$ cat src/rtl/serv_dbus_ram.sv
// Wishbone data-bus RAM for the SERV core: four byte-lane banks, WAIT wait states, one-cycle ack.
// Optional feature macro SERV_DBUS_ERR_EN: addresses >= DEPTH complete with o_wb_err instead of ack.

module serv_dbus_ram_lane #(
  parameter int IW     = 6,
  parameter int LANE_W = 8
) (
  input  logic              i_clk,
  input  logic              i_rst_n,
  input  logic              i_we,
  input  logic              i_re,
  input  logic [IW-1:0]     i_idx,
  input  logic [LANE_W-1:0] i_wdat,
  output logic [LANE_W-1:0] o_rdat
);

  logic [LANE_W-1:0] mem [0:(1<<IW)-1];
  logic [LANE_W-1:0] rdat_q, rdat_d;

  // Storage is deliberately left out of reset.
  always_ff @(posedge i_clk) begin
    if (i_we) mem[i_idx] <= i_wdat;
  end

  always_comb begin
    rdat_d = rdat_q;
    if (i_re) rdat_d = mem[i_idx];
  end

  always_ff @(posedge i_clk or negedge i_rst_n) begin
    if (!i_rst_n) rdat_q <= '0;
    else          rdat_q <= rdat_d;
  end

  assign o_rdat = rdat_q;

endmodule

module serv_dbus_ram #(
  parameter int DEPTH = 256,
  parameter int WAIT  = 0
) (
  input  logic        i_clk,
  input  logic        i_rst_n,
  input  logic [31:0] i_wb_adr,
  input  logic [31:0] i_wb_dat,
  input  logic [3:0]  i_wb_sel,
  input  logic        i_wb_we,
  input  logic        i_wb_cyc,
  output logic [31:0] o_wb_rdt,
  output logic        o_wb_ack,
  output logic        o_wb_err
);

  localparam int NUM_LANES = 4;
  localparam int LANE_W    = 8;
  localparam int AW        = $clog2(DEPTH);
  localparam int IW        = AW - 2;
  localparam logic [3:0] WAIT_LD = (WAIT == 0) ? 4'd0 : 4'(WAIT - 1);

  typedef enum logic [1:0] {S_IDLE, S_WAIT, S_ACK} state_t;

  typedef struct packed {
    logic [31:0] adr;
    logic [31:0] dat;
    logic [3:0]  sel;
    logic        we;
  } dbus_req_t;

  dbus_req_t req;
  assign req = '{adr: i_wb_adr, dat: i_wb_dat, sel: i_wb_sel, we: i_wb_we};

  state_t     state_q, state_d;
  logic [3:0] cnt_q, cnt_d;
  logic       ack_q, ack_d;
  logic       commit, commit_ok, do_xfer, oor;
  logic [IW-1:0] idx;

  logic [NUM_LANES-1:0][LANE_W-1:0] wdat, rdat;

  assign idx  = req.adr[AW-1:2];
  assign wdat = req.dat;

  // Word-aligned bits and (without the error feature) aliased high bits are don't-care.
  logic unused_adr;
  assign unused_adr = ^{req.adr[1:0], req.adr[31:AW]};

`ifdef SERV_DBUS_ERR_EN
  assign oor = |req.adr[31:AW];
`else
  assign oor = 1'b0;
`endif

  always_comb begin
    state_d = state_q;
    cnt_d   = cnt_q;
    commit  = 1'b0;
    case (state_q)
      S_IDLE: begin
        if (i_wb_cyc && !o_wb_ack) begin
          if (WAIT == 0) begin
            state_d = S_ACK;
            commit  = 1'b1;
          end else begin
            state_d = S_WAIT;
            cnt_d   = WAIT_LD;
          end
        end
      end
      S_WAIT: begin
        if (!i_wb_cyc) begin
          state_d = S_IDLE;
          cnt_d   = '0;
        end else if (cnt_q == 4'd0) begin
          state_d = S_ACK;
          commit  = 1'b1;
        end else begin
          cnt_d = cnt_q - 4'd1;
        end
      end
      S_ACK:   state_d = S_IDLE;
      default: state_d = S_IDLE;
    endcase
  end

  // An edge that lands while reset is held must never touch memory.
  assign commit_ok = commit & i_rst_n;
  assign do_xfer   = commit_ok & ~oor;
  assign ack_d     = do_xfer;

  always_ff @(posedge i_clk or negedge i_rst_n) begin
    if (!i_rst_n) begin
      state_q <= S_IDLE;
      cnt_q   <= '0;
      ack_q   <= 1'b0;
    end else begin
      state_q <= state_d;
      cnt_q   <= cnt_d;
      ack_q   <= ack_d;
    end
  end

`ifdef SERV_DBUS_ERR_EN
  logic err_q, err_d;
  assign err_d = commit_ok & oor;
  always_ff @(posedge i_clk or negedge i_rst_n) begin
    if (!i_rst_n) err_q <= 1'b0;
    else          err_q <= err_d;
  end
  assign o_wb_err = err_q;
`else
  assign o_wb_err = 1'b0;
`endif

  for (genvar l = 0; l < NUM_LANES; l++) begin : g_lane
    serv_dbus_ram_lane #(.IW(IW), .LANE_W(LANE_W)) u_lane (
      .i_clk   (i_clk),
      .i_rst_n (i_rst_n),
      .i_we    (do_xfer & req.we & req.sel[l]),
      .i_re    (do_xfer & ~req.we),
      .i_idx   (idx),
      .i_wdat  (wdat[l]),
      .o_rdat  (rdat[l])
    );
  end

  assign o_wb_rdt = rdat;
  assign o_wb_ack = ack_q;

endmodule

$ cat config.mk
export PLATFORM = sky130hd
export DESIGN_NAME = serv_dbus_ram
export DESIGN_NICKNAME = d
export VERILOG_FILES = /design/src/rtl/serv_dbus_ram.sv
export SDC_FILE = /design/constraint.sdc
export NUM_CORES = 2
export LEC_CHECK = 0
export BUFFER_PORTS_ARGS = -buffer_cell sky130_fd_sc_hd__buf_2
export CORE_MARGIN = 2
export CORE_UTILIZATION = 30
export CTS_BUF_LIST = sky130_fd_sc_hd__clkbuf_8 sky130_fd_sc_hd__clkbuf_16
export CTS_CLUSTER_DIAMETER = 200
export DETAILED_ROUTE_END_ITERATION = 12
export HOLD_SLACK_MARGIN = 0.08
export PLACE_DENSITY = 0.54
export SETUP_SLACK_MARGIN = 0.02
export SLEW_MARGIN = 30
export SYNTH_ARGS = -nofsm -noshare
export SYNTH_HDL_FRONTEND = slang
export SYNTH_SLANG_ARGS = --single-unit
$ cat constraint.sdc
create_clock -name i_clk -period 2.2 [get_ports i_clk]
set_input_delay 0.22 -clock i_clk [delete_from_list [all_inputs] [get_ports i_clk]]
set_output_delay 0.22 -clock i_clk [all_outputs]
set_load 0.05 [all_outputs]
-- Word-level counts from Yosys, hierarchy flattened
Memories as Yosys holds them, arrays and structs flattened. A register that Yosys moved wholly into a read port is not among the register bits.
Index checks and enable logic that the tools add are counted.
- register bits after elaboration: 7
- latch bits: 0
- RAM bits: 2048
- bits in read-only memories: 0
- logic and storage cells: 48
- memories kept: 4
- memories (name ; depth ; width ; rd ports ; clocked after memory_dff ; write ports ; line ; RTL):
    g_lane[0].u_lane.mem ; 64 ; 8 ; 1 ; 1 ; 1 ; 17 ; logic [LANE_W-1:0] mem [0:(1<<IW)-1];
    g_lane[1].u_lane.mem ; 64 ; 8 ; 1 ; 1 ; 1 ; 17 ;
    g_lane[2].u_lane.mem ; 64 ; 8 ; 1 ; 1 ; 1 ; 17 ;
    g_lane[3].u_lane.mem ; 64 ; 8 ; 1 ; 1 ; 1 ; 17 ;
- $add $sub $neg: 1
- $mul: 0
- div/mod/pow operators: 0
- $lt $le $gt $ge: 0
- eq/ne operators: 4
- shifts and indexed selects: 0
- mux-type cells: 18
- bitwise gates (word level): 8
- reduce and logical (&&, ||, !) cells: 10
- operator list (kind ; number):
    two-way mux 1 bit ; 11
    two-way mux 4 bit ; 2
    AND 1 bit ; 7
    two-way mux 2 bit ; 3
    logical NOT 1 bit ; 5
    logical NOT 4 bit ; 1
    != test 2 bit, second input constant ; 2
    case mux 2 bit (2 select lines) ; 1
    AND reduction 2 bit ; 2
    subtractor 4 x 1 -> 4 bit, second input constant ; 1
    != test 3 bit, second input constant ; 1
    == test 2 x 1 -> 1 bit, second input constant ; 1
    logical NOT 2 bit ; 1
    case mux 1 bit (2 select lines) ; 1
    logical AND 1 bit ; 1
    NOT 1 bit ; 1

-- Longest topological paths before layout
- word-level depth: 9
- depth in mapped cells: 12
- mapped depth without buffers: 6

-- Modules after synthesis
From an unflattened synthesis, not the netlist that was laid out.
- cell total of the unflattened synthesis: 4580
- area total of the unflattened synthesis: 81630.8 µm²
- modules (own cells, without submodules) (module ; times used ; cells each ; area each (µm²) ; sequential area each (µm²)):
    serv_dbus_ram_lane ; 4 ; 1142 ; 20375.8 ; 15574.9
    serv_dbus_ram ; 1 ; 12 ; 127.6 ; 50.0

-- Least setup slack after synthesis
Ideal clock, no wire load.
- path type: register -> register
- from: reg ack_q, in the netlist o_wb_ack
- to: mem g_lane[2].u_lane.mem[0][0], enable pin
- arrival time: 1985 ps
- setup slack: -155 ps
- cell stages (with the launch flop): 7
- period minus slack after synthesis: 2355 ps
- path through: dfrtp_1 nor3b_1 and3_1 clkbuf_1 nand2_1 clkbuf_1 nor2_1
- cells in the longest elaborated chain, start to end: 9
- ends and longest elaborated chain (element ; line ; RTL):
    start, declared ; 75 ; logic ack_q, ack_d;
    start signal, assigned ; 139 ; ack_q <= ack_d;
    logical NOT 1 bit ; 100 ; if (i_wb_cyc && !o_wb_ack) begin
    logical AND 1 bit ; 100 ;
    two-way mux 1 bit ; 100 ;
    case mux 1 bit (2 select lines) ; 98 ; case (state_q)
    AND 1 bit ; 127 ; assign commit_ok = commit & i_rst_n;
    AND 1 bit (2 in a row) ; 159 ; .i_we (do_xfer & req.we & req.sel[l]),
    two-way mux 1 bit ; 22 ; if (i_we) mem[i_idx] <= i_wdat;
    two-way mux 1 bit (not written as such) ; 22 ;
    end, declared ; 17 ;
Every way passes these cells.

==> metrics.md <==
| Metric | Value |
|---|---|
| Power consumption | between 0.08 and 0.09 W |
| Num Clock Sinks | around 2100 |
| PD cells | 836.2 mW/mm² |
| CTS tree | done |
| H-tree levels | 4 |
| Leakage | 34.24 nW |
| DR WL/cell | 30.91 µm |
| Share of flip-flops with an asynchronous set or reset | ~1.6% |
| Critical Path AT | roughly 2.9 ns |
| Worst flop-to-flop path endpoint | g_lane[3].u_lane.o_rdat[5]$_DFFE_PN0P_ |
| Number of max-cap violations | 0 |
| RD Place Congestion | ~0.91 |
| Post-Layout Inst Area | roughly 0.10 mm² |
| Vias per inst | 5.376 |
| Die height | approximately 520 µm |
| Hold path startpoint | i_wb_sel[3] |
| Die footprint | roughly 0.27 mm² |
| Hold EP | g_lane[3].u_lane.mem[14][2]$_DFFE_PP_ |
| Reg2Reg Depth | 6 |
| Via count | between 40000 and 50000 |
| Startpoint types | flop |
| Worst min-delay path category | in2reg |
| WHS Path Cells | 5 |
| Syn nets | 4515 |
| First-pass GRT wire length | around 390000 µm |
| Synthesized cell area | slightly above 0.08 mm² |
| Initial Util | a little under a third |
| Top_reg_cell synth | edfxtp_1 |
| I/O pin count | between 100 and 150 |
| Synth cell types | 71 |
| Max-slew violations | 0 |
| Post-layout util | 38.71% |
| Core area | roughly 0.27 mm² |
| Largest stage delay, worst path | between 0.4 and 0.5 ns |
| Post-synth EDFFs | approximately 2000 |
| Period minus WS final | 2.149 ns |
| Max Fclk | approximately 0.47 GHz |
| WP data required | 2.95 ns |
| Initial antenna violation count | 19 |
| RR Startpoint | g_lane[3].u_lane.mem[51][5]$_DFFE_PP_ |
| Row count | 190 |
| Max_slew headroom | around a third |
| Number of global-route vias before repair | slightly below 50000 |
| Number of synthesized register bits | 2082 |
| Setup CP Type | reg2reg |
| CP startpoint | g_lane[3].u_lane.mem[51][5]$_DFFE_PP_ |
| Total Routing Usage GR | around 20% |
| Syn_area_per_cell | 18.24 µm² |
| Sequential element share of the synthesized area | 76.94% |
| Crit Path Max Fanout | 1 |
| DRC | 0 |
| CP Cell Sequence | mux2_4 -> a221o_1 -> a222oi_1 -> o22a_1 -> o221ai_2 -> o32a_1 |
| DRT Pass-1 Iters | 8 |
| Yosys warning count | 0 |
| Total Wirelength | roughly 290000 µm |
| Port buffer count | slightly below 80 |
| DP HPWL | 196900 µm |
| Worst VDD drop | roughly 0.85 mV |
| Clk slew on worst S/H paths | about 0.060 ns |
| Worst setup EP type | flop |
| RSZ-0062 raised after global routing | yes |
| Clk root buf | clkbuf_16 |
| Post-CTS setup buffers | 0 |
| Critical-path top delay cell | a222oi_1 |
| Largest net degree at the start of global routing | 65 |
| Iter 0 DRT Violations | 6623 |
| Final Setup Violations | 0 |
| Layout area overhead | 28.20% |
| Net count, final | around 5600 |
| Routed Antenna Nets | 0 |
| Tightest Pin Transition | a little under 1 ns |
| Post-Route Setup TNS | 0 ns |
| Clock latency on the worst-skew pair | 0.86 ns |
| Clock Tree Buf Depth | 3 |
| Worst Skew | a little over 0.03 ns |
| Num CTS Buffers | 211 |
| Die Width | between 500 and 600 µm |
| Status | finished clean |
| Total grt overflow | 0 |
| Reg-to-reg slack, setup | between 0.05 and 0.06 ns |
| Post-DP Area | 0.09638 mm² |
| Fin. Hold Viols | 0 |
| Period utilization | roughly 98% |
| Cells after Synth | around 4400 |
| Layout cells sized above 1 | 34.46% |
==> worst max-delay path by stage <==
stage                                             end  slack [ns]  depth (start not counted)
2_1_floorplan   g_lane[0].u_lane.mem[48][0]$_DFFE_PP_       -0.14                          7
3_3_place_gp   g_lane[1].u_lane.o_rdat[0]$_DFFE_PN0P_       -0.56                          9
3_5_place_dp   g_lane[1].u_lane.o_rdat[0]$_DFFE_PN0P_       -0.57                          9
4_1_cts          g_lane[1].u_lane.mem[0][5]$_DFFE_PP_        0.01                          7
5_1_grt        g_lane[3].u_lane.o_rdat[5]$_DFFE_PN0P_        0.01                          6
6_report       g_lane[3].u_lane.o_rdat[5]$_DFFE_PN0P_        0.05                          6
==> cell usage in the layout (no fill, tap or decap), drive strengths merged, types with 34 or more instances in the layout <==
master	count
clkbuf	217
nor2	384
a22oi	118
inv	49
buf	1111
dlygate4sd3	39
a21oi	85
clkinv	98
nand2	182
o22ai	96
o21ai	104
mux2	168
a221oi	249
mux2i	206
mux4	170
edfxtp	2048
a221o	39
dfrtp	34
==> cell type report <==
type	instances	area, µm²
multi-input cells	2038	17740
clock inverters	176	1568
diodes	8	20.02
inverters	4	30.03
repair buffers	1151	12370
flip-flops and latches	2082	62350
fillers	24277	164500
well taps	3552	4444
clock buffers	216	5371
==> stage by stage <==
stage                     hold WS [ns]  worst slack [ns]  cells
after floorplan               -0.07559           -0.1430   4443
after global placement          0.1463           -0.5594   8787
after detailed placement        0.1504           -0.5716   8787
after CTS                      0.09297          0.009759   9218
after global routing            0.1368           0.01443   9221
final                           0.1403           0.05120   9227
==> flip-flops by register name, summed over array words and instances, names as in the netlist <==
name and flops:
g_lane.u_lane.mem 2048, g_lane.u_lane.o_rdat 32, o_wb_ack 1, state_q 1
==> synth_stat cells, drive strengths merged (2+ instances only) <==
master	number	share of area, %
a221oi	249	2.7
and2	10	0.077
and3b	2	0.022
nand2b	5	0.039
a21oi	85	0.52
a22oi	118	1.1
a41oi	5	0.054
nor3b	5	0.059
a211o	2	0.022
dfrtp	34	1.0
nor2b	8	0.062
mux2i	206	2.5
o221ai	19	0.21
o32a	14	0.17
mux4	170	4.7
a2111oi	4	0.043
a31oi	14	0.11
o22a	26	0.28
a2bb2oi	3	0.032
o211ai	11	0.10
o2bb2ai	19	0.21
buf	222	1.8
a221o	39	0.48
nand4	3	0.023
and3	5	0.039
nand3	9	0.056
nor3	5	0.037
edfxtp	2048	76
clkbuf	97	0.45
nor2	384	1.8
mux2	168	2.4
nor4b	2	0.022
o22ai	96	0.74
a222oi	12	0.15
o2111ai	4	0.043
inv	4	0.019
or3	2	0.015
a22o	26	0.28
or2	9	0.069
o21ai	104	0.64
nand2	182	0.84
==> metal layers <==
layer  track usage, %  vias to the layer above  routed length (µm)
met4            6.314                        6                9450
met5                0                        -                  39
met1            28.44                    26143              117700
li1                 -                    20340                   -
met2            32.26                     2668              131600
met3            4.136                      443               26460
==> repair_timing <==
action                                 4_1_cts  5_1_grt
pin swaps                                    2        1
cloned                                       0        1
hold buffers                                39        0
setup endpoints to repair                  373      322
endpoints found under the hold margin     1409        0
resized for setup                            4       32
==> power breakdown <==
group          leakage (nW)  switching [W]  internal, W
Combinational          11.9        0.00427      0.00242
Sequential             18.8       0.000369       0.0437
Clock                  3.54         0.0154       0.0207
==> critical path: cells and delay by family (launching register included) <==
kind | cells | cell delay (ns)
compound gates | 5 | 1.39
mux | 1 | 0.27
flops | 1 | 0.37
==> logic make-up after synthesis <==
group	after synthesis	synth area share [%]
DFF	2082	76.94
other	1	0.004628
AOI/OAI and AO/OA	858	8.013
muxes	544	9.627
buffers and inverters	323	2.228
and+or+nand+nor	635	3.185
No activity file was read; power rests on OpenSTA's default activity.
